### src/rtl/f32mul_rr_sched.sv
// Purpose: round-robin share of one f32 multiplier among NUM_REQ valid/ready requesters.
// Latency: exactly LAT cycles from operand accept to rsp_valid (issue stage + LAT-2 product regs).
// Backpressure: one op outstanding per requester; a held result blocks only its own requester.
module f32mul_rr_sched #(
    parameter int NUM_REQ = 4,
    parameter int LAT     = 2
) (
    input  logic                    clk,
    input  logic                    rst,
    input  logic [NUM_REQ-1:0]      req_valid,
    output logic [NUM_REQ-1:0]      req_ready,
    input  logic [32*NUM_REQ-1:0]   req_x,
    input  logic [32*NUM_REQ-1:0]   req_y,
    output logic [NUM_REQ-1:0]      rsp_valid,
    input  logic [NUM_REQ-1:0]      rsp_ready,
    output logic [32*NUM_REQ-1:0]   rsp_data,
    output logic                    busy,
    output logic [31:0]             op_count
);

    localparam int PW = $clog2(NUM_REQ);

    // Single-precision multiply: round to nearest even, subnormals flushed to
    // zero on both sides (rounding happens first), canonical positive NaN.
    function automatic logic [31:0] f32_mul(input logic [31:0] a, input logic [31:0] b);
        logic              s, za, zb, ia, ib, na, nb, g, st, up;
        logic [7:0]        ea, eb;
        logic [23:0]       ma, mb, mant;
        logic [47:0]       p;
        logic [24:0]       mr;
        logic signed [9:0] e;
        logic [31:0]       r;
        s  = a[31] ^ b[31];
        ea = a[30:23];
        eb = b[30:23];
        za = (ea == 8'h00);
        zb = (eb == 8'h00);
        ia = (ea == 8'hFF) && (a[22:0] == 23'd0);
        ib = (eb == 8'hFF) && (b[22:0] == 23'd0);
        na = (ea == 8'hFF) && (a[22:0] != 23'd0);
        nb = (eb == 8'hFF) && (b[22:0] != 23'd0);
        ma = {1'b1, a[22:0]};
        mb = {1'b1, b[22:0]};
        p  = ma * mb;
        if (p[47]) begin
            mant = p[47:24];
            g    = p[23];
            st   = |p[22:0];
            e    = $signed({2'b00, ea}) + $signed({2'b00, eb}) - 10'sd126;
        end else begin
            mant = p[46:23];
            g    = p[22];
            st   = |p[21:0];
            e    = $signed({2'b00, ea}) + $signed({2'b00, eb}) - 10'sd127;
        end
        up = g & (st | mant[0]);
        mr = {1'b0, mant} + {24'd0, up};
        // carry out of rounding leaves fraction bits all zero, only the exponent moves
        if (mr[24]) begin
            e = e + 10'sd1;
        end
        if (na || nb || (ia && zb) || (za && ib)) begin
            r = 32'h7FC0_0000;
        end else if (ia || ib) begin
            r = {s, 8'hFF, 23'd0};
        end else if (za || zb) begin
            r = {s, 31'd0};
        end else if (e >= 10'sd255) begin
            r = {s, 8'hFF, 23'd0};
        end else if (e <= 10'sd0) begin
            r = {s, 31'd0};
        end else begin
            r = {s, e[7:0], mr[22:0]};
        end
        return r;
    endfunction

    logic [NUM_REQ-1:0] pend_q, pend_d, rsp_vld_q, rsp_vld_d, elig, gnt_oh, hs;
    logic [PW-1:0]      ptr_q, ptr_d, gnt_idx, iss_tag_q, ex_tag;
    logic [PW:0]        sum;
    logic               gnt_any, accept, iss_vld_q, ex_vld;
    logic [31:0]        iss_x_q, iss_y_q, core_p, ex_dat, op_count_q, op_count_d;
    logic [31:0]        rbuf_q [NUM_REQ];

    assign elig       = req_valid & ~pend_q;
    assign accept     = gnt_any & ~rst;
    assign req_ready  = rst ? '0 : gnt_oh;
    assign hs         = rsp_vld_q & rsp_ready;
    assign op_count_d = op_count_q + {31'd0, accept};
    assign core_p     = f32_mul(iss_x_q, iss_y_q);

    // Grant: first eligible requester at or above ptr, wrapping modulo NUM_REQ.
    always_comb begin
        gnt_oh  = '0;
        gnt_idx = '0;
        gnt_any = 1'b0;
        sum     = '0;
        for (int k = 0; k < NUM_REQ; k++) begin
            sum = {1'b0, ptr_q} + (PW+1)'(k);
            if (sum >= (PW+1)'(NUM_REQ)) begin
                sum = sum - (PW+1)'(NUM_REQ);
            end
            if (!gnt_any && elig[sum[PW-1:0]]) begin
                gnt_any = 1'b1;
                gnt_idx = sum[PW-1:0];
            end
        end
        if (gnt_any) begin
            gnt_oh[gnt_idx] = 1'b1;
        end
    end

    // Next state of pending flags, held-result flags and the rotation pointer.
    always_comb begin
        pend_d    = pend_q & ~hs;
        rsp_vld_d = rsp_vld_q & ~hs;
        ptr_d     = ptr_q;
        if (accept) begin
            pend_d[gnt_idx] = 1'b1;
            ptr_d = (gnt_idx == PW'(NUM_REQ - 1)) ? '0 : gnt_idx + 1'b1;
        end
        if (ex_vld) begin
            rsp_vld_d[ex_tag] = 1'b1;
        end
    end

    // Product pipe between the core and the result buffers; absent when LAT is 2.
    if (LAT == 2) begin : g_nopipe
        assign ex_vld = iss_vld_q;
        assign ex_dat = core_p;
        assign ex_tag = iss_tag_q;
    end else begin : g_pipe
        logic [LAT-3:0] pv_q;
        logic [31:0]    pd_q [LAT-2];
        logic [PW-1:0]  pt_q [LAT-2];
        // Valid bits shift every cycle; no stall is ever needed.
        always_ff @(posedge clk) begin
            if (rst) begin
                pv_q <= '0;
            end else begin
                pv_q[0] <= iss_vld_q;
                pd_q[0] <= core_p;
                pt_q[0] <= iss_tag_q;
                for (int k = 1; k < LAT - 2; k++) begin
                    pv_q[k] <= pv_q[k-1];
                    pd_q[k] <= pd_q[k-1];
                    pt_q[k] <= pt_q[k-1];
                end
            end
        end
        assign ex_vld = pv_q[LAT-3];
        assign ex_dat = pd_q[LAT-3];
        assign ex_tag = pt_q[LAT-3];
    end

    // Scheduler state, issue stage and per-requester result buffers.
    always_ff @(posedge clk) begin
        if (rst) begin
            pend_q     <= '0;
            rsp_vld_q  <= '0;
            ptr_q      <= '0;
            op_count_q <= '0;
            iss_vld_q  <= 1'b0;
            iss_x_q    <= '0;
            iss_y_q    <= '0;
            iss_tag_q  <= '0;
            for (int i = 0; i < NUM_REQ; i++) begin
                rbuf_q[i] <= '0;
            end
        end else begin
            pend_q     <= pend_d;
            rsp_vld_q  <= rsp_vld_d;
            ptr_q      <= ptr_d;
            op_count_q <= op_count_d;
            iss_vld_q  <= accept;
            if (accept) begin
                iss_x_q   <= req_x[32*gnt_idx +: 32];
                iss_y_q   <= req_y[32*gnt_idx +: 32];
                iss_tag_q <= gnt_idx;
            end
            if (ex_vld) begin
                rbuf_q[ex_tag] <= ex_dat;
            end
        end
    end

    for (genvar i = 0; i < NUM_REQ; i++) begin : g_out
        assign rsp_data[32*i +: 32] = rbuf_q[i];
    end

    assign rsp_valid = rsp_vld_q;
    assign busy      = |pend_q;
    assign op_count  = op_count_q;

endmodule
### config.mk
export PLATFORM = sky130hd
export DESIGN_NAME = f32mul_rr_sched
export DESIGN_NICKNAME = d
export VERILOG_FILES = /design/src/rtl/f32mul_rr_sched.sv
export SDC_FILE = /design/constraint.sdc
export NUM_CORES = 2
export LEC_CHECK = 0
export CORE_MARGIN = 2
export CORE_UTILIZATION = 50
export CTS_CLUSTER_SIZE = 10
export DETAILED_ROUTE_END_ITERATION = 8
export PLACE_DENSITY_LB_ADDON = 0.05
export SYNTH_ARGS = -nofsm -noshare
export SYNTH_HDL_FRONTEND = slang
export SYNTH_SLANG_ARGS = --single-unit
### constraint.sdc
create_clock -name clk -period 14 [get_ports clk]
set_input_delay 3.5 -clock clk [delete_from_list [all_inputs] [get_ports clk]]
set_output_delay 3.5 -clock clk [all_outputs]
set_load 0.01 [all_outputs]
# After elaboration in Yosys (flattened, before gate mapping)
# Memories as Yosys holds them, arrays and structs flattened.
# Index checks and enable logic that the tools add are counted.
# totals
regBits	109
memories	1
wordCells	132
mem_bits_ro	0
latchBits	0
ram_bits	128
# memory_table
name	depth	word_bits	rd	rd_ports_with_merged_regs	wr	line	source
rbuf_q	4	32	4	0	4	83	logic [31:0] rbuf_q [NUM_REQ];
# op_classes
mul	1
eq_ne	3
n_bitwise	13
n_div	0
muxes	47
n_shift	2
addsub	14
order_cmp	14
reduce_logical	29
# ops
cell	count
128-bit by 8-bit indexed part select with 32-bit output	2
31-bit 2-to-1 mux	4
32-bit 2-to-1 mux	2
24-bit by 24-bit multiplier with 48-bit output	1
23-bit zero test	2
23-bit nonzero test	2
32-bit by 1-bit adder with 32-bit output	1
32-bit OR reduction	1
24-bit by 1-bit adder with 25-bit output	1
24-bit 2-to-1 mux	1
23-bit OR reduction	1
22-bit OR reduction	1
10-bit 2-to-1 mux	2
2-bit 2-to-1 mux	10
2-bit by 3-bit less-than comparator with 1-bit output, second input constant	6
1-bit 2-to-1 mux	18
4-bit AND	4
8-bit equality test, second input constant	2
8-bit zero test	2
4-bit 2-to-1 mux	4
1-bit logical AND	11
10-bit by 2-bit adder with 10-bit output, second input constant	1
10-bit by 9-bit >= comparator with 1-bit output, second input constant	1
10-bit by 1-bit less-or-equal comparator with 1-bit output, second input constant	1
22 further kinds	42

# Logic depth before layout (Yosys ltp)
# logic_depth
ltp_word	20
ltp_mapped	42
ltp_nobuf	34

# Worst setup path before layout
# OpenSTA, ideal clock, no wires.
# synth_timing
path_type	reg2reg
start	register iss_y_q[3]
end	memory rbuf_q[3][9] (data pin)
t_arrival_ps	9755
setup_time_ps	271
synth_period_minus_slack_ps	10026
t_required_ps	13729
stages_incl_launch_ff	42
path_slack_ps	3974
cell_sequence	dfxtp_1 -> clkbuf_1 -> clkbuf_1 -> nand2_1 -> fa_1 -> inv_1 -> fa_1 -> inv_1 -> fa_1 -> inv_1 -> fa_1 -> inv_1 -> fa_1 -> inv_1 -> fa_1 -> inv_1 -> fa_1 -> inv_1 -> [... 6 more ...] -> nor4_2 -> nor2_1 -> clkbuf_1 -> clkbuf_1 -> nand2_1 -> o21ai_0 -> ha_1 -> o211ai_1 -> or4_1 -> clkbuf_1 -> or4_4 -> mux2i_1 -> a31oi_1 -> or3_4 -> nand4_4 -> buf_6 -> buf_6 -> nor2_1
# synth_rtl
element	line	source
start: declaration	82	logic [31:0] iss_x_q, iss_y_q, core_p, ex_dat, op_count_q, op_count_d;
start signal: assignment	178	iss_y_q <= req_y[32*gnt_idx +: 32];
end: declaration	83	

==> impl_metrics.json <==
{
  "status": "complete, no violations",
  "cp.arrival_ps": 12140,
  "wl_mm": 110,
  "drive_gt1_frac": 0.0370,
  "finalSetupTns_ps": 0,
  "cts_root_buffer": "clkbuf_16",
  "rsz0062_at_grt": "false",
  "nets": 5059,
  "slowest_delay_ps": 800,
  "crit_family": "adder cells",
  "clk_pin_slew_ps": 60,
  "rr_startpoint": "iss_y_q[0]",
  "ys_types": 77,
  "min_from": "rsp_valid[2]",
  "synthesis.area_um2": 32500,
  "synth-main-ff-cell": "edfxtp_1",
  "yosysWarnings": 0,
  "dp_hpwl_mm": 86.8,
  "slew_headroom": 0.256,
  "hold_depth": 2,
  "reg2reg_slack_ps": 2140,
  "syn2layout_area_growth_pct": 18.5,
  "first_pass_iters": 7,
  "slew_violations": 0,
  "setup_viol": 0,
  "seq_area_um2": 6030,
  "vias": 27953,
  "syn_inst": 3796,
  "fin_skew_ps": 56.2,
  "wl_per_cell_um": 22.0,
  "core-area_um2": 64300,
  "start_util": 0.506,
  "fill_cells": 5860,
  "cts_tree": "built",
  "synthTopCellsByArea": "fa_1 30%, edfxtp_1 12%, ha_1 7.3%, inv_1 7.1%, dfxtp_1 6.7%",
  "grt.overflow.total": 0,
  "place_ws_ps": 2400,
  "slowest_stage": "dfxtp_1",
  "cts_resized": 0,
  "grt_pass1_wl_mm": 169,
  "synth_largest_area_cell": "fa_1",
  "ys_ff_latch": 237,
  "hold_viol_final": 0,
  "syn-num-nets": 4736,
  "required_ps": 14280,
  "clk_path_buf_depth": 3,
  "avgSynthCellArea_um2": 8.57,
  "grt_use_total": 0.329,
  "min_period_ps": 11860,
  "drc": 0,
  "worst_pin_slew_ps": 1110,
  "final_util": 0.599,
  "htreeDepth": 1,
  "fin_hold_ws_ps": 460,
  "drt_iter0_markers": 1912,
  "fp.dieH_um": 259,
  "ys_seq_area_frac": 0.185,
  "clock_latency_ps": 610,
  "path_class": "reg2reg",
  "antenna_found_initial": 11,
  "synth_most_common_cell": "inv_1",
  "end_kind": "flop",
  "hold_end": "rsp_valid[2]",
  "dieArea_um2": 67100,
  "cap_violations": 0,
  "clock.fmax_ghz": 0.0843,
  "cts_buffers": 30,
  "cp_max_fo": 68,
  "multi_input_area_um2": 23400,
  "ant_nets": 0,
  "synth_edf_count": 128,
  "yosysTopAreaCellShare": 0.297,
  "die-width_um": 259,
  "synth_common_cells": "615 x inv_1, 568 x nand2_1, 483 x fa_1",
  "post_cts_buffers": 0,
  "path_common_cell": "fa_1",
  "ios": 435,
  "grt_pass1_vias": 28448,
  "place.gp.congestion": 0.981,
  "async_flop_share": 0,
  "r2r-end": "rbuf_q[2][11]",
  "cts_hold_buf": 0,
  "io_buffers": 434,
  "fp-row-count": 93,
  "grt_max_degree": 84,
  "hp-class": "reg2reg",
  "r2r.worst_path.cells": 32,
  "cts.sinks": 237,
  "min_period_over_period": 0.847,
  "startpoint_type": "flop",
  "worst_slack_ps": 2140,
  "cp_num_buf_inv": 7,
  "vias_per_cell": 5.60
}
## cell type report
class	instances	area share
clock buffer	39	0.0214
tap	855	0.0277
clock inverter	6	0.00230
timing repair buffer	500	0.125
inverter	619	0.0603
sequential	237	0.156
multi-input combinational	2731	0.606
antenna	5	0.000325
## sequential cells by signal, indices dropped and copies added, names as in the netlist
name	cells
ex_tag	2
ex_vld	1
iss_x_q	32
iss_y_q	32
op_count	32
pend_q	4
ptr_q	2
rbuf_q	128
rsp_valid	4
## cells by family (layout without fill, tap and decap cells)
| family | count (synthesis) | count (layout) | synth area share |
|---|---|---|---|
| compound gates | 491 | 491 | 0.0951 |
| xor+xnor | 95 | 95 | 0.0256 |
| fa+ha+maj | 674 | 674 | 0.371 |
| buf+inv | 828 | 1164 | 0.0972 |
| flops | 237 | 237 | 0.185 |
| mux | 55 | 55 | 0.0171 |
| other cells | 0 | 5 | 0 |
| simple gates | 1416 | 1416 | 0.209 |
## worst min-delay path: cells and delay by family (launching register included)
family           cells  cell delay, ps
flip-flops           1             320
AND/OR/NAND/NOR      2             100
## through the flow
stage / area, µm² / std cells
floorplan: 32500 / 3796
CTS: 38500 / 4987
detailed placement: 37600 / 4942
global placement: 37600 / 4942
global route: 38500 / 4989
finish: 38600 / 4992
## placed cells by master (no fill, tap or decap), types with 10 or more instances in the layout
master / instances
mux2i_1: 51
nor4_1: 36
a21o_1: 16
a311oi_1: 28
edfxtp_1: 128
o21a_1: 16
ha_1: 191
a21oi_1: 192
nand4_1: 40
and2_1: 257
fa_1: 483
and4_1: 17
or2_2: 10
dfxtp_1: 109
xor2_1: 52
a31oi_1: 18
buf_4: 66
a211oi_1: 18
and3_1: 46
o211ai_1: 16
nor3_1: 109
nand3_1: 41
clkbuf_16: 30
inv_1: 614
o21ai_0: 91
xnor2_1: 43
or3_1: 13
nand2b_1: 10
nor2_1: 230
clkdlybuf4s50_1: 433
nand2_1: 568
## routing by layer
layer  GRT usage  part of all wire  routed length (µm)  up-vias
li1            -                 -                   -    12845
met1       0.421              0.40               44000    13704
met2       0.543              0.47               51900     1163
met3      0.0699             0.079                8620      229
met4       0.133             0.046                5100       12
met5           0           0.00069                  76        -
## how the worst max path moves through the flow
stage,slack (ps),endpoint,depth (start not counted),startpoint
floorplan,3970,rbuf_q[3][9],41,iss_y_q[3]
CTS,2300,rbuf_q[2][11],33,iss_y_q[3]
finish,2140,rbuf_q[2][11],32,iss_y_q[0]
global route,1430,rbuf_q[2][8],31,iss_y_q[0]
detailed placement,2400,rbuf_q[0][3],31,iss_y_q[0]
global placement,2590,rbuf_q[0][9],33,iss_y_q[3]
Power is not shown: default switching activity piles up to over one toggle a cycle in this logic, so the estimate is an artifact.
